**config.mk**
```make
export PLATFORM = sky130hd
export DESIGN_NAME = ring_addr_gen
export DESIGN_NICKNAME = d
export VERILOG_FILES = /design/src/rtl/ring_addr_pkg.sv /design/src/rtl/ring_onehot_encoder.sv /design/src/rtl/ring_addr_gen.sv
export SDC_FILE = /design/constraint.sdc
export NUM_CORES = 1
export LEC_CHECK = 0
export ABC_AREA = 1
export BUFFER_PORTS_ARGS = -buffer_cell sky130_fd_sc_hd__buf_2
export CAP_MARGIN = 5
export CORE_UTILIZATION = 39
export DETAILED_ROUTE_END_ITERATION = 16
export GPL_TIMING_DRIVEN = 0
export PLACE_DENSITY_LB_ADDON = 0.08
export SETUP_SLACK_MARGIN = 0.1
export SYNTH_ARGS = -nofsm -noshare
export SYNTH_HDL_FRONTEND = slang
export SYNTH_SLANG_ARGS = --single-unit
```
**constraint.sdc**
```tcl
create_clock -name clk -period 4.4 [get_ports clk]
set_input_delay 0.22 -clock clk [delete_from_list [all_inputs] [get_ports clk]]
set_output_delay 0.22 -clock clk [all_outputs]
set_load 0.005 [all_outputs]
```
**src/rtl/ring_addr_pkg.sv**
```systemverilog
// Shared types and one-hot ring helpers for the ring address generator.
// The helpers work on a zero-extended ring so that any DEPTH up to RING_MAX can use them.
package ring_addr_pkg;

   typedef enum logic [0:0] {
      IDLE = 1'b0,
      RUN  = 1'b1
   } state_e;

   localparam int unsigned RING_MAX = 64;
   localparam int unsigned ADDR_MAX = 8;

   function automatic logic onehot_check(input logic [RING_MAX-1:0] ring);
      int unsigned hot;
      hot = 32'd0;
      for (int i = 0; i < RING_MAX; i++) begin
         hot = hot + {31'd0, ring[i]};
      end
      return (hot == 32'd1);
   endfunction

   // Position 0 lives in bit depth-1; position k lives in bit k-1.
   function automatic logic [ADDR_MAX-1:0] onehot_to_addr(input logic [RING_MAX-1:0] ring,
                                                          input int unsigned       depth,
                                                          input int unsigned       aw);
      logic [ADDR_MAX-1:0] pos;
      pos = ADDR_MAX'((32'd1 << aw) - 32'd1);
      if (onehot_check(ring)) begin
         pos = {ADDR_MAX{1'b0}};
         for (int i = 0; i < RING_MAX; i++) begin
            if (ring[i]) begin
               pos = (unsigned'(i) == depth - 32'd1) ? {ADDR_MAX{1'b0}} : ADDR_MAX'(i + 32'sd1);
            end else begin
               pos = pos;
            end
         end
      end else begin
         pos = pos;
      end
      return pos;
   endfunction

endpackage

```
**src/rtl/ring_onehot_encoder.sv**
```systemverilog
// Combinational one-hot ring to binary position encoder; any non one-hot
// pattern yields the all-ones invalid code.
module ring_onehot_encoder
   import ring_addr_pkg::*;
#(
   parameter int unsigned DEPTH = 15,
   parameter int unsigned AW    = 4
) (
   input  logic [DEPTH-1:0] ring,
   output logic [AW-1:0]    addr
);

   logic [RING_MAX-1:0] ring_ext;
   logic [ADDR_MAX-1:0] addr_wide;

   always_comb begin
      ring_ext             = {RING_MAX{1'b0}};
      ring_ext[DEPTH-1:0]  = ring;
      addr_wide            = onehot_to_addr(ring_ext, DEPTH, AW);
      addr                 = AW'(addr_wide);
   end

endmodule

```
**src/rtl/ring_addr_gen.sv**
```systemverilog
// Ring-counter address generator: one-hot ring stepped on request, with
// registered binary address, valid/last/done qualifiers and a sticky ring-corruption flag.
module ring_addr_gen
   import ring_addr_pkg::*;
#(
   parameter int unsigned DEPTH      = 15,
   parameter int unsigned AW         = 4,
   parameter bit          CONTINUOUS = 1'b0
) (
   input  logic          clk,
   input  logic          rst,
   input  logic          start,
   input  logic          step,
   output logic [AW-1:0] addr,
   output logic          addr_valid,
   output logic          last,
   output logic          done,
   output logic          err
);

   localparam logic [DEPTH-1:0] RING_INIT = {1'b1, {(DEPTH-1){1'b0}}};
   localparam logic [AW-1:0]    LAST_ADDR = AW'(DEPTH - 32'd1);

   state_e              state_q, state_d;
   logic [DEPTH-1:0]    ring_q, ring_d;
   logic [AW-1:0]       addr_q, addr_d;
   logic                addr_valid_q, addr_valid_d;
   logic                last_q, last_d;
   logic                done_q, done_d;
   logic                err_q, err_d;
   logic [RING_MAX-1:0] ring_q_ext;

   // Encoding the next ring keeps addr aligned with the ring register.
   ring_onehot_encoder #(
      .DEPTH (DEPTH),
      .AW    (AW)
   ) u_enc (
      .ring (ring_d),
      .addr (addr_d)
   );

   always_comb begin
      state_d = state_q;
      ring_d  = ring_q;
      done_d  = 1'b0;
      case (state_q)
         IDLE: begin
            if (start) begin
               state_d = RUN;
               ring_d  = RING_INIT;
            end else begin
               state_d = IDLE;
            end
         end
         RUN: begin
            if (start) begin
               ring_d = RING_INIT;
            end else if (step) begin
               ring_d = {ring_q[DEPTH-2:0], ring_q[DEPTH-1]};
               // addr_q is all-ones for a corrupt ring, so it never matches here.
               if (addr_q == LAST_ADDR) begin
                  done_d  = 1'b1;
                  state_d = CONTINUOUS ? RUN : IDLE;
               end else begin
                  state_d = RUN;
               end
            end else begin
               state_d = RUN;
            end
         end
         default: begin
            state_d = IDLE;
            ring_d  = RING_INIT;
         end
      endcase
      addr_valid_d = (state_d == RUN);
      last_d       = (state_d == RUN) && (addr_d == LAST_ADDR);
   end

   always_comb begin
      ring_q_ext            = {RING_MAX{1'b0}};
      ring_q_ext[DEPTH-1:0] = ring_q;
      if (start) begin
         err_d = 1'b0;
      end else begin
         err_d = err_q | ~onehot_check(ring_q_ext);
      end
   end

   always_ff @(posedge clk or posedge rst) begin
      if (rst) begin
         state_q      <= IDLE;
         ring_q       <= RING_INIT;
         addr_q       <= {AW{1'b0}};
         addr_valid_q <= 1'b0;
         last_q       <= 1'b0;
         done_q       <= 1'b0;
         err_q        <= 1'b0;
      end else begin
         state_q      <= state_d;
         ring_q       <= ring_d;
         addr_q       <= addr_d;
         addr_valid_q <= addr_valid_d;
         last_q       <= last_d;
         done_q       <= done_d;
         err_q        <= err_d;
      end
   end

   assign addr       = addr_q;
   assign addr_valid = addr_valid_q;
   assign last       = last_q;
   assign done       = done_q;
   assign err        = err_q;

endmodule

```
==> results.sh <==
export IMPL_netlist_area_leader_share=0.308
export IMPL_worstSetupEndpointType="register"
export IMPL_die_w_um=69.7
export IMPL_clock_sinks=23
export IMPL_clk_latency_ns=0.26
export IMPL_power_density_mw_per_mm2=527
export IMPL_drcViolationCount=0
export IMPL_htreeDepth=1
export IMPL_status="finished with violations"
export IMPL_synth_area_mm2=0.00179
export IMPL_rsz0062_at_grt="true"
export IMPL_fin_skew_ns=0.00464
export IMPL_dr_total_vias=1293
export IMPL_gr_total_overflow=0
export IMPL_critPathMaxFanout=5
export IMPL_hold_violations=0
export IMPL_netlist_instances=208
export IMPL_syn_to_final_growth_pct=16.6
export IMPL_setup_viol=5
export IMPL_rows=24
export IMPL_report_final_slew_viol_count=0
export IMPL_die_height_um=69.7
export IMPL_drtPass1Iterations=4
export IMPL_rr_worst_depth=22
export IMPL_vias_per_cell=4.55
export IMPL_hold_class="input pin to asynchronous set/reset pin"
export IMPL_place_area_mm2=0.00193
export IMPL_drt_iter0_markers=70
export IMPL_numCtsBuffers=3
export IMPL_placed_cells=270
export IMPL_grt_pass1_wl_mm=6.53
export IMPL_wl_per_cell_um=12.9
export IMPL_period_needed_ns=4.83
export IMPL_synth_seq_cells=23
export IMPL_avgSynthCellArea_um2=8.58
export IMPL_postRouteAntennaNets=0
export IMPL_stdcell_count=284
export IMPL_drv_cap=0
export IMPL_crit_required_ns=4.57
export IMPL_grt_use_total=0.172
export IMPL_synthTopCellsByArea="dfrtp_1, fa_1, inv_1"
export IMPL_nNetsFinal=265
export IMPL_drt_total_wl_mm=3.66
export IMPL_clockBufferDepth=2
export IMPL_final_util=0.475
export IMPL_io_pins=12
export IMPL_final_area_mm2=0.00208
export IMPL_clkSlewWorstSetupHoldPaths_ns=0.09
export IMPL_diodes=0
export IMPL_p_leak_nw=1.17
export IMPL_fill_cells=438
export IMPL_drive_above_1_share=0.246
export IMPL_core_area_mm2=0.00438
export IMPL_reg2reg_slack_ns=-0.43
export IMPL_syn_nets=240
export IMPL_violations="setup timing"
export IMPL_grt_start_max_net_pins=24
export IMPL_cts_tree="yes"
export IMPL_dieArea_mm2=0.00485
export IMPL_fin_crit_sh=1.10
export IMPL_clock_fmax_mhz=207
export IMPL_worst_slew_pin_slew_ns=0.893
export IMPL_vdd_drop_max_v=0.000335
export IMPL_synthDistinctLibCells=35
export IMPL_hold_slack_ns=0.131
export IMPL_yosysSeqAreaShare=0.323
export IMPL_synth_top_cell_by_area="dfrtp_1"
export IMPL_crit_arrival_ns=5.00
export IMPL_timing_final_ws_setup_ns=-0.431
export IMPL_portBuffers=10
export IMPL_setup_worst_path_class="register to register"
export IMPL_place_congestion=0.770
export IMPL_root_buffer="clkbuf_8"
export IMPL_post_dp_hpwl_mm=3.02
export IMPL_relSlewSlack=0.404
export IMPL_start_util=0.407
export IMPL_startpoint_type="register"
export IMPL_ys_warn_count=0
export IMPL_antenna_found_initial=0
export IMPL_grt_pass1_vias=1438
[power by group]
part / switching [W] / leakage [nW] / internal [W] / total (W)
clock: 0.0000692 / 0.0255 / 0.0000632 / 0.000132
sequential: 0.0000237 / 0.282 / 0.000250 / 0.000274
combinational: 0.000399 / 0.858 / 0.000291 / 0.000690
total: 0.000492 / 1.17 / 0.000604 / 0.00110
[synth_stat cells, drive strengths merged]
library cell / n
nor2: 31
a211oi: 1
a21boi: 1
o21a: 1
o21ai: 4
a21oi: 2
a211o: 1
nand3b: 1
buf: 3
or3: 3
o21bai: 1
ha: 9
or2: 2
nor3: 2
clkinv: 1
fa: 19
dfrtp: 22
dfstp: 1
inv: 49
and3b: 1
nand4: 1
nand3: 5
a31oi: 1
nand2: 46
[area by class of cell]
type,instances,area [um^2],share of cell area
Clock inverter,1,5.00,0.00240
Tap cell,52,65.1,0.0312
Timing Repair Buffer,20,125,0.0601
Clock buffer,3,41.3,0.0198
Inverter,50,193,0.0925
Buffer,3,27.5,0.0132
Multi-Input combinational cell,132,1050,0.503
Sequential cell,23,578,0.278
[through the flow]
step | setup slack, ns | TNS (ns) | power, W
5_1_grt | -0.668 | -2.41 | 0.00125
4_1_cts | -0.505 | -1.73 | 0.00110
3_3_place_gp | -0.652 | -2.42 | 0.000915
6_report | -0.431 | -1.34 | 0.00110
2_1_floorplan | -0.350 | -0.952 | 0.000785
3_5_place_dp | -0.723 | -2.82 | 0.000940
[final timing paths]
path,from,to
max,addr_valid,last
min,rst,ring_q[11]
max in group asynchronous,rst,addr_valid
min in group clk,start,err
max reg2reg,addr_valid,last
min reg2reg,addr[2],done
[kinds of logic after synthesis]
logic type	synth area share
AND/OR/NAND/NOR	0.235
buffers and inverters	0.121
adder cells (fa/ha/maj)	0.276
flip-flops	0.323
AO/OA/AOI/OAI	0.0442
[state kept, by name (all words and copies together) (netlist names)]
signal / cells
addr: 4
last: 1
err: 1
addr_valid: 1
done: 1
ring_q: 15
[repair_timing]
action | CTS | global route
pin swaps | 9 | 2
hold buffers | 0 | 0
resized for setup | 2 | 7
buffers inserted | 9 | 1
endpoints found under the setup margin | 5 | 5
[layer usage]
layer | GRT usage | wire length, um | up-vias
met3 | 0.0218 | 39 | 2
met5 | 0 | 0 | -
met4 | 0.0511 | 27 | 0
met1 | 0.225 | 1720 | 626
met2 | 0.299 | 1880 | 6
li1 | - | - | 659
[critical path: stages (launching register included)]
cell,delay [ns]
dfrtp_2,0.43
nand2_4,0.10
buf_6,0.13
o21ai_2,0.06
nor2_2,0.20
ha_4,0.23
inv_2,0.05
fa_1,0.43
fa_1,0.51
inv_2,0.04
fa_1,0.49
inv_1,0.05
fa_1,0.48
inv_1,0.05
ha_2,0.18
fa_1,0.44
nor2_1,0.11
nand3b_1,0.14
a211oi_4,0.25
a21boi_2,0.22
nor2_1,0.05
nand2_1,0.06
nor2_1,0.04
[cell usage in the layout (no fill, tap or decap), types with 2 or more instances in the layout]
master / instances
nor2_2: 4
or3_4: 2
inv_1: 43
nand3_1: 4
o21ai_2: 2
a21oi_1: 2
clkbuf_8: 3
nor2_1: 25
nand2_1: 41
or2_0: 2
nor2_4: 2
buf_4: 10
ha_1: 7
fa_1: 19
buf_2: 11
o21ai_1: 2
buf_6: 2
inv_2: 6
dfrtp_1: 21
nand2_2: 4
Note: power is estimated with default switching activity, not from simulation.
